<file path="config.mk">
export PLATFORM = sky130hd
export DESIGN_NAME = ysyx_22041071_rd_arbiter
export DESIGN_NICKNAME = d
export VERILOG_FILES = /design/src/rtl/ysyx_22041071_rd_arbiter.sv
export SDC_FILE = /design/constraint.sdc
export NUM_CORES = 1
export LEC_CHECK = 0
export BUFFER_PORTS_ARGS = -buffer_cell sky130_fd_sc_hd__clkbuf_2
export CORE_AREA = 2 2 171 173
export DETAILED_ROUTE_END_ITERATION = 8
export DIE_AREA = 0 0 173 175
export GPL_ROUTABILITY_DRIVEN = 0
export PLACE_DENSITY_LB_ADDON = 0.12
export SYNTH_ARGS = -nofsm -noshare
export SYNTH_HDL_FRONTEND = slang
export SYNTH_SLANG_ARGS = --single-unit
</file>
<file path="constraint.sdc">
create_clock -name clk -period 2.5 [get_ports clk]
set_clock_uncertainty 0.1 [all_clocks]
set_input_delay 0.125 -clock clk [delete_from_list [all_inputs] [get_ports clk]]
set_output_delay 0.125 -clock clk [all_outputs]
set_load 0.1 [all_outputs]
</file>
<file path="src/rtl/ysyx_22041071_rd_arbiter.sv">
// Round-robin read-request arbiter between IFU and LSU in front of the AXI read master.
// One transaction in flight; returned beats are steered back to the owner combinationally.
module ysyx_22041071_rd_arbiter #(
    parameter int ADDR_W = 64,
    parameter int DATA_W = 64,
    parameter int ID_W   = 4,
    parameter int LEN_W  = 8,
    parameter int IFU_ID = 0,
    parameter int LSU_ID = 1
) (
    input  logic              clk,
    input  logic              reset,
    input  logic              ifu_req_valid,
    output logic              ifu_req_ready,
    input  logic [ADDR_W-1:0] ifu_req_addr,
    input  logic [1:0]        ifu_req_size,
    input  logic [LEN_W-1:0]  ifu_req_len,
    input  logic              lsu_req_valid,
    output logic              lsu_req_ready,
    input  logic [ADDR_W-1:0] lsu_req_addr,
    input  logic [1:0]        lsu_req_size,
    input  logic [LEN_W-1:0]  lsu_req_len,
    output logic              ifu_rsp_valid,
    output logic [DATA_W-1:0] ifu_rsp_data,
    output logic [1:0]        ifu_rsp_resp,
    output logic              ifu_rsp_last,
    output logic              lsu_rsp_valid,
    output logic [DATA_W-1:0] lsu_rsp_data,
    output logic [1:0]        lsu_rsp_resp,
    output logic              lsu_rsp_last,
    output logic              mst_ar_valid,
    input  logic              mst_ar_ready,
    output logic [ID_W-1:0]   mst_id,
    output logic [ADDR_W-1:0] mst_addr,
    output logic [1:0]        mst_size,
    output logic [LEN_W-1:0]  mst_len,
    input  logic              mst_r_valid,
    input  logic [DATA_W-1:0] mst_r_data,
    input  logic [1:0]        mst_r_resp,
    input  logic              mst_r_last
);
    typedef enum logic [1:0] {IDLE, ISSUE, WAIT} state_t;
    state_t state, state_nxt;

    logic              last_lsu, own_lsu;
    logic [LEN_W-1:0]  beat_cnt, req_len;
    logic [ADDR_W-1:0] req_addr;
    logic [1:0]        req_size;
    logic [ID_W-1:0]   req_id;
    logic              pick_ifu, pick_lsu, grant, beat, cnt_hit, final_beat;
    logic [1:0]        beat_resp;

    always_ff @(posedge clk or posedge reset) begin
        if (reset) state <= IDLE;
        else       state <= state_nxt;
    end

    always_comb begin
        pick_ifu   = ifu_req_valid & (~lsu_req_valid | last_lsu);
        pick_lsu   = lsu_req_valid & (~ifu_req_valid | ~last_lsu);
        grant      = (state == IDLE) & ~reset & (ifu_req_valid | lsu_req_valid);
        beat       = (state == WAIT) & mst_r_valid;
        cnt_hit    = (beat_cnt == req_len);
        final_beat = beat & (mst_r_last | cnt_hit);
        // Master's last flag and our beat count must agree; otherwise flag the beat as SLVERR.
        beat_resp  = (mst_r_last != cnt_hit) ? 2'b10 : mst_r_resp;
        state_nxt  = state;
        case (state)
            IDLE:    if (ifu_req_valid | lsu_req_valid) state_nxt = ISSUE;
            ISSUE:   if (mst_ar_ready) state_nxt = WAIT;
            WAIT:    if (final_beat) state_nxt = IDLE;
            default: state_nxt = IDLE;
        endcase
    end

    always_ff @(posedge clk or posedge reset) begin
        if (reset) begin
            last_lsu <= 1'b1;
            own_lsu  <= 1'b0;
            beat_cnt <= '0;
            req_len  <= '0;
            req_addr <= '0;
            req_size <= '0;
            req_id   <= '0;
        end else begin
            if (grant) begin
                own_lsu  <= pick_lsu;
                last_lsu <= pick_lsu;
                req_addr <= pick_lsu ? lsu_req_addr : ifu_req_addr;
                req_size <= pick_lsu ? lsu_req_size : ifu_req_size;
                req_len  <= pick_lsu ? lsu_req_len  : ifu_req_len;
                req_id   <= pick_lsu ? ID_W'(LSU_ID) : ID_W'(IFU_ID);
                beat_cnt <= '0;
            end
            if (beat) beat_cnt <= final_beat ? '0 : beat_cnt + LEN_W'(1);
        end
    end

    assign ifu_req_ready = grant & pick_ifu;
    assign lsu_req_ready = grant & pick_lsu;

    assign mst_ar_valid = (state == ISSUE);
    assign mst_id       = req_id;
    assign mst_addr     = req_addr;
    assign mst_size     = req_size;
    assign mst_len      = req_len;

    // Response fields are gated so the idle requester sees all zeros.
    assign ifu_rsp_valid = beat & ~own_lsu;
    assign ifu_rsp_data  = ifu_rsp_valid ? mst_r_data : '0;
    assign ifu_rsp_resp  = ifu_rsp_valid ? beat_resp : 2'b00;
    assign ifu_rsp_last  = ifu_rsp_valid & final_beat;
    assign lsu_rsp_valid = beat & own_lsu;
    assign lsu_rsp_data  = lsu_rsp_valid ? mst_r_data : '0;
    assign lsu_rsp_resp  = lsu_rsp_valid ? beat_resp : 2'b00;
    assign lsu_rsp_last  = lsu_rsp_valid & final_beat;
endmodule

</file>
==> qor.txt <==
Final Hold Fails - 0
final WL - 25200 um
RSZ-0062 raised after global routing - true
Synth warnings - 0
Die X - 173 um
crit path launch type - flop
I/O pin total - 438
vias in the first global route - 6406
reg2reg path depth - 7
Starting Density - 16.5%
port bufs - 434
total number of vias - 6095
crit path to - lsu_rsp_resp[1]
HP Class - primary input to flop
antenna-violating nets left - 0
adder-cell area share of the yosys netlist - 0.535%
DRC viols - 0
CP max stage cell - dfrtp_2
Cell Pwr Density - 1130 nW/um^2
worst reg-to-reg setup slack - 0.34 ns
Syn Inst Count - 482
Clock Root Buffer - clkbuf_16
TritonCTS clock tree - done
Num Clock Sinks - 86
P_leak - 0.00571 uW
Required @ worst endpoint - 2.28 ns
RR Startpoint - mst_len[7]$_DFFE_PP0P_
worst setup path start - mst_len[0]$_DFFE_PP0P_
CP top delay family - simple AND/OR/NAND/NOR gates
EDFF count, synth - 0
area share of and/or/nand/nor cells after synthesis - 21.6%
total track usage - 16.0%
Levels on crit path - 7
WL/cell - 17.5 um
#FFs+latches synth - 86
synthesized area per cell - 9.71 um^2
row count - 62
nets@finish - 1277
post-synthesis async set-or-reset flop share - 100%
GR Overflow Total - 0
most common flop cell mapped by yosys - dfrtp_1
status - finished clean
CP bufs+invs - 1
commonest cells after routing, fill and taps aside - clkbuf_2 (296), dlygate4sd3_1 (150), buf_12 (143), and2_1 (119), inv_1 (78)
register area - 2170 um^2
HPWL reported at the end of detailed placement - 18400 um
maxcap violations - 0
hold slack - 0.0897 ns
post-synthesis compound-gate area fraction - 18.6%
synth unique cells - 42
fill count - 2788
Final Util - 40.0%
die height - 175 um
area of the core - 28400 um^2
Skew-Pair Late Insertion Delay - 0.33 ns
Layout area overhead - 143%
Reg-to-Reg End - beat_cnt[7]$_DFFE_PP0P_
DRT iter0 DRCs - 521
Max IR drop VDD - 1.07 mV
maximum net fanout on the critical path - 3
total negative slack - 0 ns
Setup-failing EPs final - 0
antenna violations before repair - 4
CP Capture Type - output port
Post-Syn Area - 4680 um^2
CP arrival - 2.25 ns
largest net degree at the start of global routing - 76
Multi-input gate area - 2110 um^2
Seq/Total Area, Yosys - 46.0%
DRT Pass-1 Iters - 9
mean number of vias per cell - 4.22
Die ar. - 30300 um^2
main combinational cell family by area after synthesis - simple AND/OR/NAND/NOR gates
Worst-Margin Slew - 0.775 ns
type of the worst setup path - flop to output port
Max-slew headroom - 48.3%
Synth Area in XOR/XNOR - 1.68%
fmax - 0.403 GHz
Cell Chain, Critical Path - xor2_1 -> nor4_1 -> nand2_1 -> ha_4 -> nor2_4 -> nor4_4 -> buf_12
most common cell after layout, fill and taps aside - clkbuf_2
CTS Buf Count - 9
minimum clock period - 2.48 ns
# H-tree levels - 3
Clock transition at path regs - 0.07 ns
first-pass GRT wire length - 37500 um
Final period util - 99.2%
Clock Path Buffers - 2
share of cells above drive strength 1 - 47.8%
mux contribution to synthesized area - 0.214%
Slew Limit Fails - 0
Max stage delay on crit path - 0.43 ns
[routing by layer]
metal	vias up	routed length [um]	GRT usage (%)
met2	405	13200	29.7
met1	2822	9290	17.8
met5	-	0	0
met4	0	896	7.31
li1	2834	-	-
met3	34	1820	2.98
[registers in the layout, summed over array words and instances (netlist names)]
name      count
beat_cnt      8
last_lsu      1
mst_addr     64
mst_len       8
mst_size      2
own_lsu       1
state         2
[synthesized netlist by cell type, types with 3 or more instances]
master,n,area (um^2)
a21oi_1,5,25.0
a222oi_1,74,741
and2_1,128,801
and3_1,4,25.0
buf_2,12,60.1
buf_4,5,37.5
buf_6,3,33.8
clkbuf_1,17,63.8
clkbuf_2,6,30.0
dfrtp_1,85,2130
inv_1,79,297
nand2_1,7,26.3
nor2_1,7,26.3
nor3_1,5,25.0
nor4_1,4,25.0
o21ai_0,3,15.0
xor2_1,8,70.1
[layout make-up]
class / count / share of cell area, %
Antenna cell: 4 / 0.0881
Timing Repair Buffer: 603 / 52.4
Multi-Input combinational cell: 274 / 18.5
Inverter: 80 / 2.65
Sequential cell: 86 / 19.1
Tap cell: 384 / 4.23
Clock inverter: 5 / 0.947
Clock buffer: 10 / 2.10
[how the worst min path moves through the flow]
stage,from,to,slack [ns],depth (start not counted)
global placement,reset,mst_len[7]$_DFFE_PP0P_,0.21,2
detailed placement,reset,mst_len[7]$_DFFE_PP0P_,0.21,2
CTS,lsu_req_valid,state[0]$_DFFE_PP0P_,0.06,3
global route,lsu_req_valid,state[0]$_DFFE_PP0P_,0.10,3
finish,lsu_req_valid,state[0]$_DFFE_PP0P_,0.09,3
floorplan,mst_ar_ready,state[0]$_DFFE_PP0P_,0.12,1
[tightest hold or removal path: cells and delay by family]
family / cells / cell delay, ns
compound gates: 1 / 0.07
buf+inv: 1 / 0.13
simple gates: 1 / 0.16
[metrics by stage]
step / instance area (um^2) / power, uW / setup WS [ns] / cells
after floorplan: 4770 / 9030 / -0.388 / 484
after global placement: 9420 / 11100 / 0.258 / 1268
after detailed placement: 9420 / 11100 / 0.270 / 1268
after CTS: 11300 / 12900 / 0.00202 / 1438
after global routing: 11400 / 13400 / -0.0700 / 1446
final: 11400 / 12900 / 0.0212 / 1446
[timing repair]
item / 4_1_cts / 5_1_grt
hold endpoints to repair: 114 / 0
setup buffers: 5 / 4
resized for setup: 2 / 5
endpoints found under the setup margin: 1 / 2
hold buffers: 150 / 0
pin swaps: 5 / 7
[cell families after synthesis]
group / after synthesis
xor gates and xnor gates: 9
DFF: 86
buffers and inverters: 124
muxes: 1
and+or+nand+nor: 166
adders and majority gates: 2
other: 1
AOI/OAI and AO/OA: 93
[power by group]
part | switching [uW] | internal (uW) | leakage (uW)
logic | 6860 | 1990 | 0.00447
clock network | 572 | 1000 | 0.000169
registers | 452 | 2010 | 0.00107
total | 7880 | 5010 | 0.00571
No activity file was read; power rests on OpenSTA's default activity.
